==> src/rtl/core_mrpnwp_pkg.sv <==
// Shared geometry, tracker entry type and address-to-physical mapping for the
// multi-port core physical-side stages.
package core_mrpnwp_pkg;

    localparam int WIDTH   = 32;
    localparam int NUMVBNK = 8;
    localparam int BITVBNK = $clog2(NUMVBNK);
    localparam int BITVROW = 10;
    localparam int BITPADR = BITVBNK + BITVROW;

    typedef struct packed {
        logic               vld;
        logic [BITPADR-1:0] padr;
        logic               fwd_hit;
        logic [WIDTH-1:0]   fwd_data;
    } rd_trk_t;

    localparam int TRK_BITS = $bits(rd_trk_t);

    // Low address bits select the bank; the bank lands in the top of padr.
    function automatic logic [BITPADR-1:0] addr2padr(input logic [BITPADR-1:0] addr);
        return {addr[BITVBNK-1:0], addr[BITVBNK +: BITVROW]};
    endfunction

endpackage

==> src/rtl/core_mrpnwp_rdtrk.sv <==
// Per-port read tracker: a DEPTH-deep shift register of rd_trk_t entries that
// follows each issued read through the SRAM latency, cleared by rst.
module core_mrpnwp_rdtrk
    import core_mrpnwp_pkg::*;
#(
    parameter int DEPTH = 2,
    parameter int BITS  = TRK_BITS
) (
    input  logic            clk,
    input  logic            rst,
    input  logic [BITS-1:0] din,
    output logic [BITS-1:0] dout
);

    logic [BITS-1:0] stage_reg [DEPTH];

    always_ff @(posedge clk) begin
        if (rst) begin
            for (int s = 0; s < DEPTH; s++) begin
                stage_reg[s] <= '0;
            end
        end else begin
            stage_reg[0] <= din;
            for (int s = 1; s < DEPTH; s++) begin
                stage_reg[s] <= stage_reg[s-1];
            end
        end
    end

    assign dout = stage_reg[DEPTH-1];

endmodule

==> src/rtl/core_mrpnwp_1r1w_rdpipe.sv <==
// Physical-side read/write pipe: issues legal requests to the t1 SRAM ports,
// tracks reads through the SRAM latency and forwards same-cycle write data.
module core_mrpnwp_1r1w_rdpipe
    import core_mrpnwp_pkg::*;
#(
    parameter int NUMRDPT    = 2,
    parameter int NUMWRPT    = 3,
    parameter int NUMADDR    = 8192,
    parameter int BITADDR    = 13,
    parameter int SRAM_DELAY = 2,
    parameter int BITFCNT    = 16
) (
    input  logic                         clk,
    input  logic                         rst,
    input  logic [NUMRDPT-1:0]           pread,
    input  logic [NUMRDPT*BITADDR-1:0]   pradr,
    input  logic [NUMWRPT-1:0]           pwrite,
    input  logic [NUMWRPT*BITADDR-1:0]   pwradr,
    input  logic [NUMWRPT*WIDTH-1:0]     pdin,
    output logic [NUMRDPT-1:0]           t1_readA,
    output logic [NUMRDPT*BITPADR-1:0]   t1_addrA,
    input  logic [NUMRDPT*WIDTH-1:0]     t1_doutA,
    output logic [NUMWRPT-1:0]           t1_writeB,
    output logic [NUMWRPT*BITPADR-1:0]   t1_addrB,
    output logic [NUMWRPT*WIDTH-1:0]     t1_dinB,
    output logic [NUMRDPT-1:0]           vread_vld_bus,
    output logic [NUMRDPT*BITPADR-1:0]   vread_padr_bus,
    output logic [NUMRDPT*WIDTH-1:0]     t1_doutB,
    output logic [NUMRDPT+NUMWRPT-1:0]   addr_err,
    output logic [BITFCNT-1:0]           fwd_cnt
);

    logic [NUMRDPT-1:0]         rd_legal;
    logic [NUMWRPT-1:0]         wr_legal;
    logic [NUMRDPT-1:0]         rd_hit;
    logic [NUMRDPT*WIDTH-1:0]   rd_fwd_data;

    logic [NUMRDPT+NUMWRPT-1:0] addr_err_reg;
    logic [BITFCNT-1:0]         fwd_cnt_reg;
    logic [BITFCNT-1:0]         fwd_cnt_next;
    logic [BITFCNT+7:0]         fwd_sum;

    genvar gi;

    generate
        for (gi = 0; gi < NUMRDPT; gi++) begin : g_rd_legal
            assign rd_legal[gi] = pread[gi] &&
                                  (32'(pradr[gi*BITADDR +: BITADDR]) < 32'(NUMADDR));
        end
        for (gi = 0; gi < NUMWRPT; gi++) begin : g_wr_legal
            assign wr_legal[gi] = pwrite[gi] &&
                                  (32'(pwradr[gi*BITADDR +: BITADDR]) < 32'(NUMADDR));
        end
    endgenerate

    always_comb begin
        rd_hit      = '0;
        rd_fwd_data = '0;
        for (int r = 0; r < NUMRDPT; r++) begin
            // Ascending scan so the highest-index matching write port wins.
            for (int w = 0; w < NUMWRPT; w++) begin
                if (rd_legal[r] && wr_legal[w] &&
                    (pwradr[w*BITADDR +: BITADDR] == pradr[r*BITADDR +: BITADDR])) begin
                    rd_hit[r]                     = 1'b1;
                    rd_fwd_data[r*WIDTH +: WIDTH] = pdin[w*WIDTH +: WIDTH];
                end
            end
        end
    end

    generate
        for (gi = 0; gi < NUMRDPT; gi++) begin : g_rd
            rd_trk_t            iss_trk_reg;
            rd_trk_t            trk_tail;
            logic [BITPADR-1:0] padr_hold_reg;
            logic [WIDTH-1:0]   dout_hold_reg;
            logic [WIDTH-1:0]   ret_data;

            always_ff @(posedge clk) begin
                if (rst) begin
                    iss_trk_reg <= '0;
                end else begin
                    iss_trk_reg.vld <= rd_legal[gi];
                    if (rd_legal[gi]) begin
                        iss_trk_reg.padr     <= addr2padr(pradr[gi*BITADDR +: BITPADR]);
                        iss_trk_reg.fwd_hit  <= rd_hit[gi];
                        iss_trk_reg.fwd_data <= rd_fwd_data[gi*WIDTH +: WIDTH];
                    end
                end
            end

            core_mrpnwp_rdtrk #(
                .DEPTH (SRAM_DELAY),
                .BITS  (TRK_BITS)
            ) u_rdtrk (
                .clk  (clk),
                .rst  (rst),
                .din  (iss_trk_reg),
                .dout (trk_tail)
            );

            assign ret_data = trk_tail.fwd_hit ? trk_tail.fwd_data
                                               : t1_doutA[gi*WIDTH +: WIDTH];

            // Return buses keep the last delivered read between valid cycles.
            always_ff @(posedge clk) begin
                if (rst) begin
                    padr_hold_reg <= '0;
                    dout_hold_reg <= '0;
                end else if (trk_tail.vld) begin
                    padr_hold_reg <= trk_tail.padr;
                    dout_hold_reg <= ret_data;
                end
            end

            assign t1_readA[gi]                       = iss_trk_reg.vld;
            assign t1_addrA[gi*BITPADR +: BITPADR]    = iss_trk_reg.padr;
            assign vread_vld_bus[gi]                  = trk_tail.vld;
            assign vread_padr_bus[gi*BITPADR +: BITPADR] =
                trk_tail.vld ? trk_tail.padr : padr_hold_reg;
            assign t1_doutB[gi*WIDTH +: WIDTH]        =
                trk_tail.vld ? ret_data : dout_hold_reg;
        end

        for (gi = 0; gi < NUMWRPT; gi++) begin : g_wr
            logic               write_reg;
            logic [BITPADR-1:0] addr_reg;
            logic [WIDTH-1:0]   din_reg;

            always_ff @(posedge clk) begin
                if (rst) begin
                    write_reg <= 1'b0;
                    addr_reg  <= '0;
                    din_reg   <= '0;
                end else begin
                    write_reg <= wr_legal[gi];
                    if (wr_legal[gi]) begin
                        addr_reg <= addr2padr(pwradr[gi*BITADDR +: BITPADR]);
                        din_reg  <= pdin[gi*WIDTH +: WIDTH];
                    end
                end
            end

            assign t1_writeB[gi]                   = write_reg;
            assign t1_addrB[gi*BITPADR +: BITPADR] = addr_reg;
            assign t1_dinB[gi*WIDTH +: WIDTH]      = din_reg;
        end
    endgenerate

    // Extra headroom bits detect overflow so the counter pins at all-ones.
    always_comb begin
        fwd_sum = (BITFCNT+8)'(fwd_cnt_reg);
        for (int r = 0; r < NUMRDPT; r++) begin
            fwd_sum = fwd_sum + (BITFCNT+8)'(rd_hit[r]);
        end
        fwd_cnt_next = (|fwd_sum[BITFCNT+7:BITFCNT]) ? '1 : fwd_sum[BITFCNT-1:0];
    end

    always_ff @(posedge clk) begin
        if (rst) begin
            addr_err_reg <= '0;
            fwd_cnt_reg  <= '0;
        end else begin
            addr_err_reg <= {pwrite & ~wr_legal, pread & ~rd_legal};
            fwd_cnt_reg  <= fwd_cnt_next;
        end
    end

    assign addr_err = addr_err_reg;
    assign fwd_cnt  = fwd_cnt_reg;

endmodule

==> config.mk <==
export PLATFORM = sky130hd
export DESIGN_NAME = core_mrpnwp_1r1w_rdpipe
export DESIGN_NICKNAME = d
export VERILOG_FILES = /design/src/rtl/core_mrpnwp_pkg.sv /design/src/rtl/core_mrpnwp_rdtrk.sv /design/src/rtl/core_mrpnwp_1r1w_rdpipe.sv
export SDC_FILE = /design/constraint.sdc
export NUM_CORES = 1
export LEC_CHECK = 0
export ABC_AREA = 0
export BUFFER_PORTS_ARGS = -buffer_cell sky130_fd_sc_hd__buf_4
export CAP_MARGIN = 20
export CORE_MARGIN = 5
export CORE_UTILIZATION = 53
export DETAILED_ROUTE_END_ITERATION = 10
export PLACE_DENSITY = 0.79
export SLEW_MARGIN = 10
export SYNTH_ARGS = -nofsm -noshare
export SYNTH_HDL_FRONTEND = slang
export SYNTH_HIERARCHICAL = 1
export SYNTH_SLANG_ARGS = --single-unit
==> constraint.sdc <==
create_clock -name clk -period 5 [get_ports clk]
set_clock_uncertainty 0.15 [all_clocks]
set_input_delay 1 -clock clk [delete_from_list [all_inputs] [get_ports clk]]
set_output_delay 1 -clock clk [all_outputs]
set_load 0.005 [all_outputs]
* After elaboration in Yosys (flattened, before gate mapping)
Memory sizes are Yosys's and may differ from the RTL's.
Index checks and enable logic that the tools add are counted.
** Operators by class
- Add/sub/neg operators :: 2
- Eq/ne operators :: 6
- Muxes and demuxes :: 26
- Bitwise logic cells :: 8
- Reductions and logical operators :: 13
** Operator list (number)
- two-way mux 32 bit :: 10
- two-way mux 47 bit :: 4
- == test 13 bit :: 6
- two-way mux 13 bit :: 2
- adder 17 x 1 -> 18 bit :: 1
- adder 16 x 1 -> 17 bit :: 1
- two-way mux 16 bit :: 1
- logical AND 1 bit :: 12
- two-way mux 1 bit :: 9
- OR reduction 8 bit :: 1
- OR 1 bit :: 4
- bitwise AND 3 bit :: 1
- inverter 3 bit :: 1
- bitwise AND 2 bit :: 1
- inverter 2 bit :: 1
** Word-level totals
- Register bits after elaboration :: 343
- RAM bits :: 188
- Bits of input ports :: 232
- Output and inout bits :: 279
- Logic and storage cells :: 80
- Memories kept :: 2
** Memory list
- g_rd[0].u_rdtrk.stage_reg :: words 2, width 47, rd ports 2, clocked after memory_dff 0, wr ports 2, RTL line core_mrpnwp_rdtrk.sv:15 : logic [BITS-1:0] stage_reg [DEPTH];
- g_rd[1].u_rdtrk.stage_reg :: words 2, width 47, rd ports 2, clocked after memory_dff 0, wr ports 2, RTL line core_mrpnwp_rdtrk.sv:15

* Logic depth before layout (Yosys ltp)
Gate-level depths: netlist (run 1).
- Depth after elaboration :: 9
- Depth in mapped cells :: 14

* Cells and area by module
The synthesis (run 1) kept the hierarchy.
** Modules (own cells, without submodules)
- core_mrpnwp_1r1w_rdpipe :: times used 1, cells an instance 1598, area an instance 14989.4 µm², sequential area each 6766.5 µm²
- core_mrpnwp_rdtrk :: times used 2, cells an instance 245, area an instance 2912.8 µm², sequential area each 1881.8 µm²

* Worst setup path before layout (run 1)
OpenSTA, ideal clock, no wires.
- Kind :: in2reg
- Start point :: input port pread[1]
- End point :: register fwd_cnt_reg[2] (netlist: fwd_cnt[2])
- Arrival :: 3.678 ns
- Slack :: 1.101 ns
- Stages on the path :: 14
- Buffers on the path :: 4
- Path through :: clkbuf_1 -> and3_1 -> and4_1 -> clkbuf_1 -> buf_2 -> nor3_1 -> inv_1 -> fa_1 -> ha_1 -> nand4_1 -> nor3_1 -> nand3_1 -> clkbuf_1 -> a21oi_1
** On the way
- Longest elaborated chain between the ends :: 8
- Elaborated cells between the ends (all ways) :: 12
- Classes of those cells :: 1 x add/sub; 4 x mux; 7 x reduce/logical
** Ends and longest elaborated chain
- from (decl) :: RTL line core_mrpnwp_1r1w_rdpipe.sv:15 : input logic [NUMRDPT-1:0] pread,
- logical AND 1 bit (2 in series) :: RTL line core_mrpnwp_1r1w_rdpipe.sv:62 : if (rd_legal[r] && wr_legal[w] &&
- two-way mux 1 bit (2 in series) :: RTL line core_mrpnwp_1r1w_rdpipe.sv:62
- two-way mux 1 bit (*) :: RTL line core_mrpnwp_1r1w_rdpipe.sv:62
- net rd_hit[1] :: RTL line core_mrpnwp_1r1w_rdpipe.sv:35 : logic [NUMRDPT-1:0] rd_hit;
- adder 17 x 1 -> 18 bit (*) :: RTL line core_mrpnwp_1r1w_rdpipe.sv:154 : fwd_sum = fwd_sum + (BITFCNT+8)'(rd_hit[r]);
- OR reduction 8 bit :: RTL line core_mrpnwp_1r1w_rdpipe.sv:156 : fwd_cnt_next = (|fwd_sum[BITFCNT+7:BITFCNT]) ? '1 : fwd_sum[BITFCNT-1:0];
- two-way mux 16 bit (*) :: RTL line core_mrpnwp_1r1w_rdpipe.sv:156
- to (signal assigned) :: RTL line core_mrpnwp_1r1w_rdpipe.sv:165 : fwd_cnt_reg <= fwd_cnt_next;
- to (decl) :: RTL line core_mrpnwp_1r1w_rdpipe.sv:39 : logic [BITFCNT-1:0] fwd_cnt_reg;
The timed path passes the listed nets; every way through them passes the cells marked *.
A chain may end at the register's enable or synchronous reset.

* Final worst setup path (run 1)
- Start point :: input port pread[0]
- End point :: register fwd_cnt_reg[8] (netlist: fwd_cnt[8])
** On the way
- Longest elaborated chain between the ends :: 9
- Elaborated cells between the ends (all ways) :: 13
- Classes of those cells :: 2 x add/sub; 4 x mux; 7 x reduce/logical
** Ends and longest elaborated chain (RTL line)
- logical AND 1 bit (2 in series) :: core_mrpnwp_1r1w_rdpipe.sv:62
- two-way mux 1 bit (2 in series) :: core_mrpnwp_1r1w_rdpipe.sv:62
- two-way mux 1 bit (*) :: core_mrpnwp_1r1w_rdpipe.sv:62
- net rd_hit[0] :: core_mrpnwp_1r1w_rdpipe.sv:35
- adder 16 x 1 -> 17 bit (*) :: core_mrpnwp_1r1w_rdpipe.sv:154
- adder 17 x 1 -> 18 bit (*) :: core_mrpnwp_1r1w_rdpipe.sv:154
- OR reduction 8 bit :: core_mrpnwp_1r1w_rdpipe.sv:156
- two-way mux 16 bit (*) :: core_mrpnwp_1r1w_rdpipe.sv:156
Marks and branches as above.

==> impl_metrics.ini, run 1 <==
[critical_path]
cp.required_ps = 5390
critPathKind = in2reg
critPathMaxStageDelay_ps = 510
cp.depth = 13
path_max_fanout = 33
crit_buf_inv = 3
worst_ep_arrival_time_ps = 4420
crit_chain = buf_4 > nand3_1 > nor4_2 > buf_4 > nor3_1 > inv_1 > fa_1 > ha_1 > nand4_1 > nor3_1 > nand3_1 > o21a_1 > nor2_1
end_kind = flop
r2r_cells = 7
critPathTopFamily = simple AND/OR/NAND/NOR gates
critPathSlowestCell = nand3_1
start_kind = input pin

[synthesis]
ys_seq_area_frac = 0.506
avgSynthCellArea_um2 = 9.97
synth_ff_type = dfxtp_1
syn_inst = 2088
synth_top_area_frac = 0.506
synth_seq_cells = 526
yosysTopAreaCell = dfxtp_1
synth_warnings = 6
syn_area_um2 = 20800
async_flop_share = 0
synth_cell_type_count = 39
synth_edf_count = 0
yosys-top-cells-area = dfxtp_1 (51%), mux2i_1 (11%), nor2b_1 (9.5%)

[clocking]
clockBufferDepth = 3
cts.sinks = 526
hold_buffers = 0
htreeDepth = 2
cts_root_buf = clkbuf_16
ctsResizeCount = 0
cts_made_buffers = 52
clk_pin_slew_worst_paths_ps = 60
cts_tree = yes
post_cts_buffers = 0
worst_skew_pair.late_latency_ps = 610

[grt]
grt_max_degree = 158
overflow = 0
first_global_vias = 15186
antenna_found_initial = 4
grt_first_pass_wirelength_um = 96300
grt_usage = 0.284

[finish]
num-fill-cells = 3059
syn_to_final_growth_pct = 23.3
multi_input_area_um2 = 8680
mostFrequentLayoutCells = buf_4 (524), dfxtp_1 (522), nor2b_1 (315), nor2_1 (231), mux2i_1 (225)
seq_area_um2 = 10500
drive_above_1_share = 0.276
largest_reg_flops = 188
layout_commonest_cell = buf_4
fin_nets = 2638

[sta]
finalHoldViolCount = 0
relSlewSlack = 0.289
worstMarginPinSlew_ps = 1060
period_share = 0.805
setup_viol = 0
drv_slew = 0
rsz0062_at_grt = false
max_freq_mhz = 248
setup_tns_ps = 0
min_period_ps = 4030

[power_and_ir_drop]
power_density_nw_per_um2 = 362
p_leak_nw = 11.1
peakVddDrop_mv = 0.252
finalPower_w = 0.00930

[routing]
wl_met1_um = 28800
met2RoutedLength_um = 28600
routed_wl_um = 64200
viasPerCell = 5.22
dr.max_layer_used = met4
drt-initial-drc-count = 1471
wl_met3_um = 4730
drt_first_pass_iters = 7
post-route-drc-count = 0
ant_nets = 0
vias = 15458
wire_per_inst_um = 21.7

[place]
gp_congestion = 0.934
dp_hpwl_um = 48600
port_buffers = 505

[run_status]
status = complete, no violations

[floorplanning]
rows = 72
initial_utilization = 0.537
io_pins = 511
coreArea_um2 = 38700
die_x_um = 208
die_area_um2 = 43300
die_y_um = 208

[job]
max_cap_viol_count = 0

[hold_path]
min_path_type = reg2reg
holdPathStages = 1
path summary, 6_finish.rpt:
path / startpoint / endpoint / slack, ps
max: pread[0] / fwd_cnt[8] / 970
min: g_rd[0].u_rdtrk/stage_reg[0][12] / g_rd[0].u_rdtrk/stage_reg[0][59] / 280
max reg2reg: fwd_cnt[0] / fwd_cnt[8] / 2330
min reg2reg: g_rd[0].u_rdtrk/stage_reg[0][12] / g_rd[0].u_rdtrk/stage_reg[0][59] / 280
area by class of cell:
| class | instances | area share |
|---|---|---|
| diodes | 2 | 0.000195 |
| clock buffers | 73 | 0.0569 |
| clock inverters | 19 | 0.0132 |
| inverters | 6 | 0.000878 |
| multi-input cells | 1292 | 0.338 |
| flip-flops and latches | 526 | 0.411 |
| well taps | 518 | 0.0253 |
| repair buffers | 526 | 0.155 |
metal layers:
layer	vias up	track usage
met5	-	0
met4	0	0.0926
met3	88	0.0550
met2	602	0.438
met1	7320	0.405
li1	7448	-
through the flow:
| stage | util | setup slack, ps | hold WS, ps | cells | area, um2 |
|---|---|---|---|---|---|
| 6_report | 0.662 | 975 | 282 | 2962 | 25700 |
| 5_1_grt | 0.662 | 733 | 294 | 2962 | 25700 |
| 4_1_cts | 0.662 | 1120 | 284 | 2960 | 25700 |
| 3_5_place_dp | 0.616 | 517 | 270 | 2868 | 23900 |
| 3_3_place_gp | 0.616 | 659 | 266 | 2868 | 23900 |
| 2_1_floorplan | - | 1100 | 264 | 2092 | 20800 |
logic make-up after synthesis:
| kind of cell | after synthesis | synth area share |
|---|---|---|
| adders and majority gates | 2 | 0.00156 |
| AOI/OAI and AO/OA | 278 | 0.0843 |
| muxes | 251 | 0.122 |
| buffers and inverters | 274 | 0.0796 |
| and+or+nand+nor | 669 | 0.170 |
| DFF | 526 | 0.506 |
| xor gates and xnor gates | 87 | 0.0366 |
| other | 1 | 0.000180 |
power by group:
| part | internal [W] | switching, W | total (W) | leakage (nW) |
|---|---|---|---|---|
| clock network | 0.00242 | 0.00166 | 0.00408 | 0.872 |
| registers | 0.00430 | 0.0000678 | 0.00437 | 4.28 |
| logic | 0.000419 | 0.000428 | 0.000847 | 5.93 |
synthesized netlist by cell type, drive strengths merged (6+ instances only):
master,n
dfxtp,526
o22ai,32
o21ai,64
nor4,8
nand4,18
nand3,10
a21oi,145
mux2,26
nand2,38
inv,6
nor2,232
nor2b,317
mux2i,225
a221oi,32
xnor2,66
clkbuf,77
xor2,21
and3,34
buf,191
(Power assumes the default switching activity.)
==> inputs of run 2 (changes only) <==
- clock period: 5 -> 4.1 ns (I/O delays scaled with it)
==> impl_metrics.ini, run 2 (same netlist as run 1, synthesis figures left out) <==
[critical_path]
path_max_fanout = 13
critPathKind = in2reg
end_kind = flop
crit_top_cell = nor3_1
crit_chain = buf_4 > xor2_1 > nor4_1 > and4_2 > nor3_1 > inv_1 > fa_1 > ha_1 > nand4_1 > nor3_1 > nand3_1 > o21a_1 > nor2_1
r2r-start = fwd_cnt[0]
cp.required_ps = 4470
worst_ep_arrival_time_ps = 3940
start_kind = input pin
critPathMaxStageDelay_ps = 480
critPathSlowestCell = nand3_1
crit_path_start = pradr[14]

[power_and_ir_drop]
p_clk_frac = 0.438
p_leak_nw = 11.1
power_density_nw_per_um2 = 441
seqPwrFrac = 0.470
p_sw_w = 0.00257
internal_power_w = 0.00876
swShare = 0.227
finalPower_w = 0.0113
peakVddDrop_mv = 0.315
p_comb_frac = 0.092

[sta]
max_freq_mhz = 280
min_period_ps = 3570
drv_slew = 0
relSlewSlack = 0.286
setup_viol = 0
period_share = 0.870
finalHoldViolCount = 0
rsz0062_at_grt = false
worstMarginPinSlew_ps = 1070
whs_ps = 282
setup_tns_ps = 0

[routing]
vias = 15471
routed_wl_um = 63100
post-route-drc-count = 0
drt-initial-drc-count = 1427
ant_nets = 0
viasPerCell = 5.21
drt_first_pass_iters = 6
wire_per_inst_um = 21.3

[clocking]
hold_buffers = 0
cts_tree = yes
worst_skew_pair.late_latency_ps = 590
clk_pin_slew_worst_paths_ps = 60
cts_made_buffers = 52
clockBufferDepth = 3
ctsResizeCount = 0
cts_root_buf = clkbuf_16
post_cts_buffers = 0
htreeDepth = 2
cts.sinks = 526

[hold_path]
hp-start = g_rd[1].u_rdtrk/stage_reg[0][25]
min_path_type = reg2reg

[floorplanning]
rows = 72
io_pins = 511
die_y_um = 208
initial_utilization = 0.537
coreArea_um2 = 38700
die_area_um2 = 43300
die_x_um = 208

[place]
port_buffers = 505
gp_congestion = 0.953
dp_hpwl_um = 48000
place_area_um2 = 23900

[finish]
mostFrequentLayoutCells = buf_4 (524), dfxtp_1 (522), nor2b_1 (315), nor2_1 (231), mux2i_1 (225)
fin_nets = 2639
syn_to_final_growth_pct = 23.4
drive_above_1_share = 0.277
final_cell_area_um2 = 25700
final_util = 0.663
largest_reg_flops = 188
layout_commonest_cell = buf_4

[job]
max_cap_viol_count = 0

[grt]
first_global_vias = 14991
antenna_found_initial = 1
grt_max_degree = 152
overflow = 0
grt_first_pass_wirelength_um = 94000
grt_usage = 0.276

[run_status]
status = complete, no violations
-- run 2: changes by cell type in the layout (fill, tap and decap cells not counted), sizes merged --
cell / change
inv: -2
clkinv: +6
buf: +1
bufinv: +2
clkbuf: -2
-- run 2: layout make-up --
type | count | area (um2)
timing repair buffer | 527 | 3990
inverter | 6 | 22.5
clock inverter | 25 | 374
fill | 3082 | 13100
clock buffer | 71 | 1420
multi-input combinational | 1292 | 8680
sequential | 526 | 10500
antenna | 2 | 5.00
tap | 518 | 648
-- run 2: worst paths after layout --
path / to / slack [ps] / cells after the start
max: fwd_cnt[8] / 530 / 13
min: g_rd[1].u_rdtrk/stage_reg[0][72] / 280 / 1
max reg2reg: fwd_cnt[8] / 1550 / 7
min reg2reg: g_rd[1].u_rdtrk/stage_reg[0][72] / 280 / 1
-- run 2: worst max-delay path: cells and delay by family --
kind	cells	cell delay [ps]
xor+xnor	1	150
fa+ha+maj	2	480
compound gates	1	240
simple gates	7	2010
buf+inv	2	230
-- run 2: power by group through the flow --
stage / Clock [W] / Combinational (W) / Sequential [W]
3_5_place_dp: 0 / 0.00104 / 0.00543
5_1_grt: 0.00528 / 0.00112 / 0.00533
3_3_place_gp: 0 / 0.00102 / 0.00543
4_1_cts: 0.00507 / 0.00104 / 0.00532
6_report: 0.00497 / 0.00104 / 0.00532
2_1_floorplan: 0 / 0.000480 / 0.00542
-- run 2: metrics by stage --
step / std cells / setup slack, ps
after floorplan: 2092 / 381
after global placement: 2869 / 236
after detailed placement: 2869 / 29.7
after CTS: 2965 / 657
after global routing: 2966 / 278
final: 2967 / 534
-- run 2: routing by layer --
layer | vias to the layer above | global-route usage | wire length, um
met4 | 0 | 0.0689 | 1520
met1 | 7327 | 0.396 | 28500
li1 | 7465 | - | -
met5 | - | 0 | 0
met2 | 600 | 0.429 | 28500
met3 | 79 | 0.0586 | 4580
